**src/rtl/timer_pkg.sv**
```systemverilog
// Shared definitions for the memory-mapped down-counting timer:
// FSM encoding, register offsets, CTRL bit positions and mode codes.
package timer_pkg;

  typedef enum logic [1:0] {
    StIdle = 2'd0,
    StLoad = 2'd1,
    StCnt  = 2'd2,
    StInt  = 2'd3
  } state_e;

  // Word offsets decoded from Addr[3:2]
  localparam logic [1:0] CTRL_OFS   = 2'd0;
  localparam logic [1:0] PRESET_OFS = 2'd1;
  localparam logic [1:0] COUNT_OFS  = 2'd2;

  // CTRL bit indices
  localparam int unsigned EN      = 0;
  localparam int unsigned MODE_LO = 1;
  localparam int unsigned MODE_HI = 2;
  localparam int unsigned IM      = 3;

  localparam int unsigned CTRL_W = 4;

  localparam logic [1:0] ONESHOT = 2'b00;
  localparam logic [1:0] RELOAD  = 2'b01;

  // Only the exact reload code reloads; 1x falls back to one-shot.
  function automatic logic is_reload(input logic [1:0] mode);
    return mode == RELOAD;
  endfunction

endpackage

```
**src/rtl/timer_counter.sv**
```systemverilog
// 32-bit memory-mapped down-counting timer with one-shot and auto-reload modes.
// Register file and control FSM share one clocked block since they update each other.
module timer_counter
  import timer_pkg::*;
#(
  parameter int unsigned CNT_W = 32
) (
  input  logic             clk,
  input  logic             reset,
  input  logic [31:0]      Addr,
  input  logic             WE,
  input  logic [CNT_W-1:0] Din,
  output logic [CNT_W-1:0] Dout,
  output logic             IRQ
);

  logic [CTRL_W-1:0] ctrl_q;
  logic [CNT_W-1:0]  preset_q;
  logic [CNT_W-1:0]  count_q;
  logic              irq_flag_q;
  state_e            state_q;

  logic [1:0] reg_sel;
  logic [1:0] mode;
  logic       enable;

  assign reg_sel = Addr[3:2];
  assign mode    = ctrl_q[MODE_HI:MODE_LO];
  assign enable  = ctrl_q[EN];

  logic unused_addr;
  assign unused_addr = ^{Addr[31:4], Addr[1:0]};

  always_ff @(posedge clk or posedge reset) begin
    if (reset) begin
      ctrl_q     <= '0;
      preset_q   <= '0;
      count_q    <= '0;
      irq_flag_q <= 1'b0;
      state_q    <= StIdle;
    end else begin
      unique case (state_q)
        StIdle: begin
          if (enable) begin
            irq_flag_q <= 1'b0;
            state_q    <= StLoad;
          end
        end
        StLoad: begin
          count_q <= preset_q;
          state_q <= StCnt;
        end
        StCnt: begin
          if (!enable) begin
            state_q <= StIdle;
          end else if (count_q > CNT_W'(1)) begin
            count_q <= count_q - CNT_W'(1);
          end else begin
            // Saturate at zero so a preset of 0 expires like a preset of 1
            count_q    <= '0;
            irq_flag_q <= 1'b1;
            state_q    <= StInt;
          end
        end
        StInt: begin
          if (is_reload(mode)) begin
            irq_flag_q <= 1'b0;
            state_q    <= enable ? StLoad : StIdle;
          end else begin
            ctrl_q[EN] <= 1'b0;
            state_q    <= StIdle;
          end
        end
        default: state_q <= StIdle;
      endcase

      // Bus writes come last so a CPU write to CTRL overrides the FSM's Enable clear
      if (WE) begin
        case (reg_sel)
          CTRL_OFS:   ctrl_q   <= Din[CTRL_W-1:0];
          PRESET_OFS: preset_q <= Din;
          default: ;
        endcase
      end
    end
  end

  always_comb begin
    Dout = '0;
    case (reg_sel)
      CTRL_OFS:   Dout = CNT_W'(ctrl_q);
      PRESET_OFS: Dout = preset_q;
      COUNT_OFS:  Dout = count_q;
      default:    Dout = '0;
    endcase
  end

  assign IRQ = ctrl_q[IM] & irq_flag_q;

endmodule

```
**config.mk**
```make
export PLATFORM = sky130hd
export DESIGN_NAME = timer_counter
export DESIGN_NICKNAME = d
export VERILOG_FILES = /design/src/rtl/timer_pkg.sv /design/src/rtl/timer_counter.sv
export SDC_FILE = /design/constraint.sdc
export NUM_CORES = 1
export LEC_CHECK = 0
export BUFFER_PORTS_ARGS = -buffer_cell sky130_fd_sc_hd__buf_2
export CORE_UTILIZATION = 54
export DETAILED_ROUTE_END_ITERATION = 7
export GPL_TIMING_DRIVEN = 0
export PLACE_DENSITY = 0.82
export SYNTH_ARGS = -nofsm -noshare
export SYNTH_HDL_FRONTEND = slang
export SYNTH_SLANG_ARGS = --single-unit
export TNS_END_PERCENT = 20
```
**constraint.sdc**
```tcl
create_clock -name clk -period 3.1 [get_ports clk]
set_input_delay 0.62 -clock clk [delete_from_list [all_inputs] [get_ports clk]]
set_output_delay 0.62 -clock clk [all_outputs]
set_load 0.005 [all_outputs]
```
==> results of run 1 <==
## power by group through the flow
stage / sequential (mW) / combinational, mW / clock, mW
6_report: 1.63 / 1.72 / 0.842
3_5_place_dp: 1.62 / 1.66 / 0
3_3_place_gp: 1.61 / 1.62 / 0
2_1_floorplan: 1.50 / 1.18 / 0
4_1_cts: 1.60 / 1.67 / 0.852
5_1_grt: 1.66 / 1.87 / 0.881
## synthesized netlist by cell type, drive strengths merged, types with 3 or more instances
cell     count  area, sq um
a22oi        9         67.6
mux2i        5         50.1
o211ai      12         90.1
nand2       30          113
a31oi        4         25.0
clkbuf      21         80.1
nor4        10         90.1
a21oi       21          105
o22ai        7         43.8
mux2        35          394
nor3        10         66.3
dfrtp       71         1780
o2111ai      3         26.3
and3        14         87.6
a22o        28          245
a32oi        4         35.0
o311ai       3         26.3
or4          6         48.8
or3          7         43.8
nor2b        5         31.3
nand3       25          125
o31a         3         26.3
o21a         3         22.5
or2          3         18.8
inv         10         37.5
nand4       25          163
nor2        19         71.3
nand4b       3         26.3
buf         15         83.8
o21ai        7         35.0
## final cells by class
type,count,share of cell area [%]
Clock buffer,13,3.22
Multi-Input combinational cell,321,45.8
Clock inverter,3,1.32
Timing Repair Buffer,68,6.90
Buffer,36,3.40
Sequential cell,71,36.0
Tap cell,99,2.51
Inverter,10,0.812
## what timing repair did
item,in CTS,in global routing
setup endpoints to repair,20,20
pin swaps,0,0
gates resized for setup,2,2
cloned,0,0
## state kept, by name (all words and copies together), names as in the netlist
name        flops
irq_flag_q      1
count_q        32
preset_q       32
ctrl_q          4
state_q         2
## final timing paths
check                           depth (start not counted)                        to
worst min register to register                          2   count_q[31]$_DFFE_PP0P_
worst max-delay path                                    6                  Dout[30]
worst max register to register                          7    count_q[5]$_DFFE_PP0P_
min in group clk                                        2  preset_q[22]$_DFFE_PP0P_
max in group asynchronous                               2   count_q[23]$_DFFE_PP0P_
worst min-delay path                                    2   preset_q[9]$_DFFE_PP0P_
## logic make-up (layout without fill, tap and decap cells)
group | Yosys count | in the layout | share of synthesized area (%)
multiplexers | 40 | 40 | 10.5
AND/OR/NAND/NOR | 167 | 167 | 22.8
AO/OA/AOI/OAI | 112 | 112 | 19.4
flip-flops | 71 | 71 | 42.0
adder cells (fa/ha/maj) | 2 | 2 | 0.591
buffers and inverters | 46 | 130 | 4.76
## metal layers
metal  vias to the layer above  wire (microns)
met3                        34            1200
met4                         0             299
met5                         -               0
met2                       246            6360
li1                       1852               -
met1                      2017            5780
## per-stage QoR
stage	power, mW	std cells	setup TNS (ps)	instance area [sq um]	util, %
2_1_floorplan	2.68	438	0	4230	-
3_3_place_gp	3.23	605	-18000	4700	63.4
3_5_place_dp	3.28	605	-3210	4700	63.4
4_1_cts	4.13	621	0	4930	66.5
5_1_grt	4.41	621	0	4930	66.6
6_report	4.19	621	0	4930	66.6
==> results.cfg, run 1 <==
[status]
status = completed

[logic_synthesis]
ys_warn_count = 0
ys_seq_elements = 71
synth_edf_count = 0
synth_cell_types = 54
synthCells = 438
syn-cell-area_sq_um = 4230
ys.flop_type = dfrtp_1
synth_fp_nets = 507
seq_area_frac_synth_pct = 42.0
syn_area_per_cell_sq_um = 9.66
async_flop_share_pct = 100

[layout]
mostFrequentLayoutCells = buf_2 (76), dfrtp_1 (71), mux2_2 (35)
num-fill-cells = 617
fin_nets = 586
drive_above_1_share_pct = 27.8
regArea_sq_um = 1780
mostFrequentLayoutCell = buf_2
multi_input_area_sq_um = 2260
diodes = 0
area_growth_pct = 16.6

[clock_network]
clockRootBuffer = clkbuf_8
post_cts_buffers = 0
cts.sinks = 71
htreeDepth = 3
clk_latency_ps = 360
cts_buffers = 9
cts_tree = built
cts_hold_repair.buffers = 0
path_clk_slew_ps = 70
clockBufferDepth = 2

[die]
core_area_sq_um = 7410
fp-row-count = 31
io_pins = 100
start_util_pct = 57.1
die_area_sq_um = 8200
die_w_microns = 90.5
fp.dieH_microns = 90.5

[setup_path]
critPathLaunch = Addr[3]
cp-start-kind = input port
cpPeakStageDelay_ps = 640
rr_startpoint = state_q[1]$_DFFE_PP0P_
worst-path-buf-inv = 4
arrival_ps = 2260
crit_fanout = 10
critPathKind = input port to output pin
crit_family = buffers and inverters
crit_top_cell = clkbuf_1
slowest_stage = clkbuf_1
crit_path_end_kind = output pin
rrSetupSlack_ps = 320
crit_required_ps = 2480
crit_chain = clkbuf_1 -> nor2b_1 -> clkbuf_1 -> clkbuf_1 -> a22o_1 -> buf_2

[route]
firstDrtPassIters = 5
wirelength_microns = 13600
routed_via_density = 6.68
detail_route.wl_per_cell_microns = 22.0
drc = 0
ant_nets = 0
drt_iter0_markers = 365
dr_total_vias = 4149

[power_and_ir_drop]
p_int_mw = 2.38
clkPwrFrac_pct = 20.1
p_sw_mw = 1.81
power.share.sequential_pct = 38.9
combPwrFrac_pct = 41.0
p_per_area_nw_per_um2 = 849
leakagePower_nw = 2.14
p_sw_share_pct = 43.2
peakVddDrop_mv = 0.511

[timing]
relSlewSlack_pct = 41.4
skew_ps = 8.24
drv_slew = 0
setup_viol = 0
fmax_ghz = 0.347
hold_viol = 0
setup_slack_ps = 221
rsz0062_at_grt = false
max_slew.worst_pin.slew_ps = 879
fin_crit_ps = 2880
whs_ps = 448
min_period_over_period_pct = 92.9

[flow_run]
max_cap_viol_count = 0

[global_routing]
busiest_layer = met2
use_met1_pct = 47.6
met2_usage_pct = 53.7
grt_max_degree = 72
overflow = 0
use_met3_pct = 7.74
grtUsageTotal_pct = 34.5
antenna_found_initial = 0
grt_pass1_vias = 3906
grt_pass1_wl_microns = 21600

[place]
place.gp.congestion = 0.979
io_buffers = 68
hpwl_microns = 9360
dp_slack_ps = -184

[worst_hold_path]
hold_class = input port to async pin
No activity file was read; power rests on OpenSTA's default activity.
==> inputs of run 2 (changes only) <==
--- a/config.mk
+++ b/config.mk
@@ -8,4 +8,5 @@
 export BUFFER_PORTS_ARGS = -buffer_cell sky130_fd_sc_hd__buf_2
 export CORE_UTILIZATION = 54
+export CTS_CLUSTER_DIAMETER = 150
 export DETAILED_ROUTE_END_ITERATION = 7
 export GPL_TIMING_DRIVEN = 0
==> constraint.sdc (replaced) <==
create_clock -name clk -period 3.1 [get_ports clk]
set_input_delay 0.155 -clock clk [delete_from_list [all_inputs] [get_ports clk]]
set_output_delay 0.155 -clock clk [all_outputs]
set_load 0.01 [all_outputs]
==> results.cfg, run 2 (synthesized netlist as in run 1, its figures left out) <==
[status]
status = finished with violations
violations = hold timing

[timing]
fmax_ghz = 0.354
fin_crit_ps = 2830
min_period_over_period_pct = 91.2
rsz0062_at_grt = false
setup_viol = 0
drv_slew = 0
hold_viol = 5
skew_ps = 9.00
relSlewSlack_pct = 39.7
max_slew.worst_pin.slew_ps = 896
fin_tns_setup_ps = 0
whs_ps = -7.98

[route]
drc = 0
firstDrtPassIters = 6
drt_iter0_markers = 360
dr_total_vias = 4160
wirelength_microns = 13600
ant_nets = 0
detail_route.wl_per_cell_microns = 21.9
routed_via_density = 6.70

[die]
start_util_pct = 57.1
fp-row-count = 31
io_pins = 100
die_w_microns = 90.5
core_area_sq_um = 7410
die_area_sq_um = 8200
fp.dieH_microns = 90.5

[place]
hpwl_microns = 9360
place.gp.congestion = 0.979
io_buffers = 68

[global_routing]
overflow = 0
grt_pass1_wl_microns = 21600
antenna_found_initial = 0
met2_usage_pct = 53.7
grtUsageTotal_pct = 34.5
busiest_layer = met2
grt_pass1_vias = 3907
use_met1_pct = 47.6
use_met3_pct = 7.74
grt_max_degree = 72

[clock_network]
path_clk_slew_ps = 70
clk_latency_ps = 350
clockRootBuffer = clkbuf_8
post_cts_buffers = 0
cts_buffers = 9
ctsResizeCount = 0
cts.sinks = 71
cts_tree = built
cts_hold_repair.buffers = 0
clockBufferDepth = 2
htreeDepth = 3

[setup_path]
critPathKind = flip-flop to flip-flop
worstRegToRegCells = 7
crit_path_end_kind = flip-flop
arrival_ps = 3110
cp-start-kind = flip-flop
crit_required_ps = 3380
crit_fanout = 10

[power_and_ir_drop]
peakVddDrop_mv = 0.516
leakagePower_nw = 2.13
finalPower_mw = 4.22
p_per_area_nw_per_um2 = 856

[layout]
num-fill-cells = 619
reg_top3 = count_q: 32 flops, preset_q: 32 flops, ctrl_q: 4 flops
mostFrequentLayoutCell = buf_2
area_growth_pct = 16.5
mostFrequentLayoutCells = buf_2 (75), dfrtp_1 (71), mux2_2 (35)
diodes = 0
drive_above_1_share_pct = 27.2
fin_nets = 586

[flow_run]
max_cap_viol_count = 0

[worst_hold_path]
hold_class = input port to async pin
-- run 2: changes by cell type in the layout (fill, tap and decap cells not counted) --
cell      previous run  this run
clkbuf_1            20        22
clkbuf_2             3         1
buf_1                4         5
buf_2               76        75
-- run 2: final cells by class --
| type | instances | area, sq um | share of cell area [%] |
|---|---|---|---|
| multi-input cells | 321 | 2260 | 45.9 |
| flip-flops and latches | 71 | 1780 | 36.0 |
| repair buffers | 68 | 340 | 6.90 |
| plain buffers | 36 | 164 | 3.32 |
| clock buffers | 13 | 159 | 3.22 |
| well taps | 99 | 124 | 2.51 |
| clock inverters | 3 | 65.1 | 1.32 |
| inverters | 10 | 40.0 | 0.812 |
-- run 2: metrics by stage --
step | hold WS, ps | worst slack (ps) | util, % | cells | cell area (sq um)
3_5_place_dp | 385 | 425 | 63.4 | 605 | 4700
3_3_place_gp | 375 | 240 | 63.4 | 605 | 4700
6_report | -7.98 | 274 | 66.5 | 621 | 4930
4_1_cts | 21.0 | 398 | 66.5 | 621 | 4920
2_1_floorplan | 272 | 1020 | - | 438 | 4230
5_1_grt | 21.4 | 188 | 66.5 | 621 | 4930
-- run 2: final timing paths --
check / startpoint / endpoint / slack (ps)
worst max-delay path: state_q[1]$_DFFE_PP0P_ / count_q[5]$_DFFE_PP0P_ / 270
worst min-delay path: reset / preset_q[9]$_DFFE_PP0P_ / -8
worst max register to register: state_q[1]$_DFFE_PP0P_ / count_q[5]$_DFFE_PP0P_ / 270
worst min register to register: preset_q[31]$_DFFE_PP0P_ / count_q[31]$_DFFE_PP0P_ / 530
max in group asynchronous: reset / count_q[27]$_DFFE_PP0P_ / 2530
min in group clk: Din[22] / preset_q[22]$_DFFE_PP0P_ / 30
-- run 2: worst max-delay path, stage by stage (launching register included) --
cell and delay, ps:
dfrtp_1 330, buf_2 200, nor2b_1 170, nor2_1 590, clkbuf_1 550, clkbuf_1 600, a22oi_1 180, nand3_1 140
-- run 2: metal layers --
layer	share of wire (%)	wire, microns
met1	43	5800
met2	46	6320
met3	8.6	1170
met4	2.5	343
met5	0	0
-- run 2: power breakdown --
part	total (mW)	internal, mW	switching [mW]
Clock	0.839	0.497	0.342
Sequential	1.63	1.21	0.412
Combinational	1.75	0.671	1.08
==> inputs of run 3 (changes only) <==
- CORE_UTILIZATION: 54 -> 30
- PLACE_DENSITY: 0.82 -> 0.52
==> results.cfg, run 3 (synthesized netlist as in run 1, its figures left out) <==
[global_routing]
grt_max_degree = 62
grtUsageTotal_pct = 21.6
grt_pass1_vias = 3992
overflow = 0
antenna_found_initial = 0
grt_pass1_wl_microns = 23000

[clock_network]
cts.sinks = 71
path_clk_slew_ps = 60
cts_tree = built
cts_buffers = 9
clk_latency_ps = 350
htreeDepth = 3
ctsResizeCount = 0
clockRootBuffer = clkbuf_16
clockBufferDepth = 2

[setup_path]
cpPeakStageDelay_ps = 610
rrSetupSlack_ps = 380
worst-path-buf-inv = 2
crit_path_end_kind = flip-flop
crit_top_cell = clkbuf_1
slowest_stage = clkbuf_1
crit_required_ps = 3290
crit_family = buffers and inverters
cp-start-kind = flip-flop
crit_chain = and3b_1 -> nor2_1 -> clkbuf_1 -> clkbuf_1 -> o211ai_1
critPathKind = flip-flop to flip-flop
arrival_ps = 2910
crit_fanout = 10

[timing]
setup_viol = 0
fmax_ghz = 0.368
drv_slew = 0
hold_viol = 0
min_period_over_period_pct = 87.6
relSlewSlack_pct = 22.5
fin_tns_setup_ps = 0
skew_ps = 6.08
max_slew.worst_pin.slew_ps = 1150
rsz0062_at_grt = false
fin_crit_ps = 2720

[die]
fp.dieH_microns = 121
die_area_sq_um = 14600
core_area_sq_um = 13800
io_pins = 100
fp-row-count = 43
start_util_pct = 30.6
die_w_microns = 121

[power_and_ir_drop]
p_per_area_nw_per_um2 = 851
peakVddDrop_mv = 0.264
leakagePower_nw = 2.17

[place]
hpwl_microns = 10600
dp.cells = 687
place.gp.congestion = 0.874
io_buffers = 68

[route]
dr_total_vias = 4050
wirelength_microns = 14800
routed_via_density = 5.75
drt_iter0_markers = 281
drc = 0
firstDrtPassIters = 5
detail_route.wl_per_cell_microns = 21.1
ant_nets = 0

[layout]
mostFrequentLayoutCell = buf_2
drive_above_1_share_pct = 27.3
fin_nets = 588
mostFrequentLayoutCells = buf_2 (75), dfrtp_1 (71), mux2_2 (35)
fin_cells = 704
diodes = 0
num-fill-cells = 1457
area_growth_pct = 20.8
reg_top3 = count_q: 32 flops, preset_q: 32 flops, ctrl_q: 4 flops

[status]
status = completed

[flow_run]
max_cap_viol_count = 0

[worst_hold_path]
hold_class = input port to flip-flop
## run 3: cell count changes in the layout (fill, tap and decap cells not counted), sizes merged
cell         previous run  this run
clkinv                  1         4
buf                    83        84
dlygate4sd3             0         1
bufinv                  2         0
clkbuf                 34        33
## run 3: power by group
group / internal (mW) / switching, mW / leakage (nW)
Sequential: 1.22 / 0.415 / 0.865
Clock: 0.579 / 0.403 / 0.142
Combinational: 0.671 / 1.07 / 1.17
## run 3: timing repair
item	CTS	global route
hold buffers	1	0
setup buffers	0	0
endpoints found under the hold margin	10	0
## run 3: final cells by class
cell class | count | area [sq um] | share of cell area (%)
Buffer | 36 | 164 | 3.20
Inverter | 10 | 40.0 | 0.783
Clock inverter | 4 | 20.0 | 0.391
Multi-Input combinational cell | 321 | 2250 | 44.1
Timing Repair Buffer | 70 | 378 | 7.39
Clock buffer | 12 | 256 | 5.01
Sequential cell | 71 | 1780 | 34.7
Tap cell | 180 | 225 | 4.40
## run 3: per-layer routing
metal,routed length (microns),up-vias,global-route usage [%]
met5,0,-,0
met4,401,0,8.64
met3,1010,34,6.08
met2,6700,151,32.9
met1,6710,1997,28.6
li1,-,1868,-
## run 3: final timing paths
check,cells past startpoint,to,from
setup / recovery,5,count_q[30]$_DFFE_PP0P_,ctrl_q[0]$_DFF_PP0_
hold / removal,2,preset_q[16]$_DFFE_PP0P_,Din[16]
setup reg to reg,5,count_q[30]$_DFFE_PP0P_,ctrl_q[0]$_DFF_PP0_
hold reg to reg,2,count_q[31]$_DFFE_PP0P_,preset_q[31]$_DFFE_PP0P_
max in group asynchronous,4,preset_q[23]$_DFFE_PP0P_,reset
min in group asynchronous,3,ctrl_q[1]$_DFFE_PP0P_,reset
## run 3: metrics by stage
step                      util, %  power [mW]  hold WS (ps)  instance area (sq um)  setup WS, ps
after floorplan                 -        2.71           272                   4230          1020
after global placement       34.7        3.32           381                   4800          88.4
after detailed placement     34.9        3.35          82.4                   4830           417
after CTS                    37.0        4.36          16.5                   5110           405
after global routing         37.0        4.65          19.2                   5110           186
final                        37.0        4.35          28.3                   5110           383
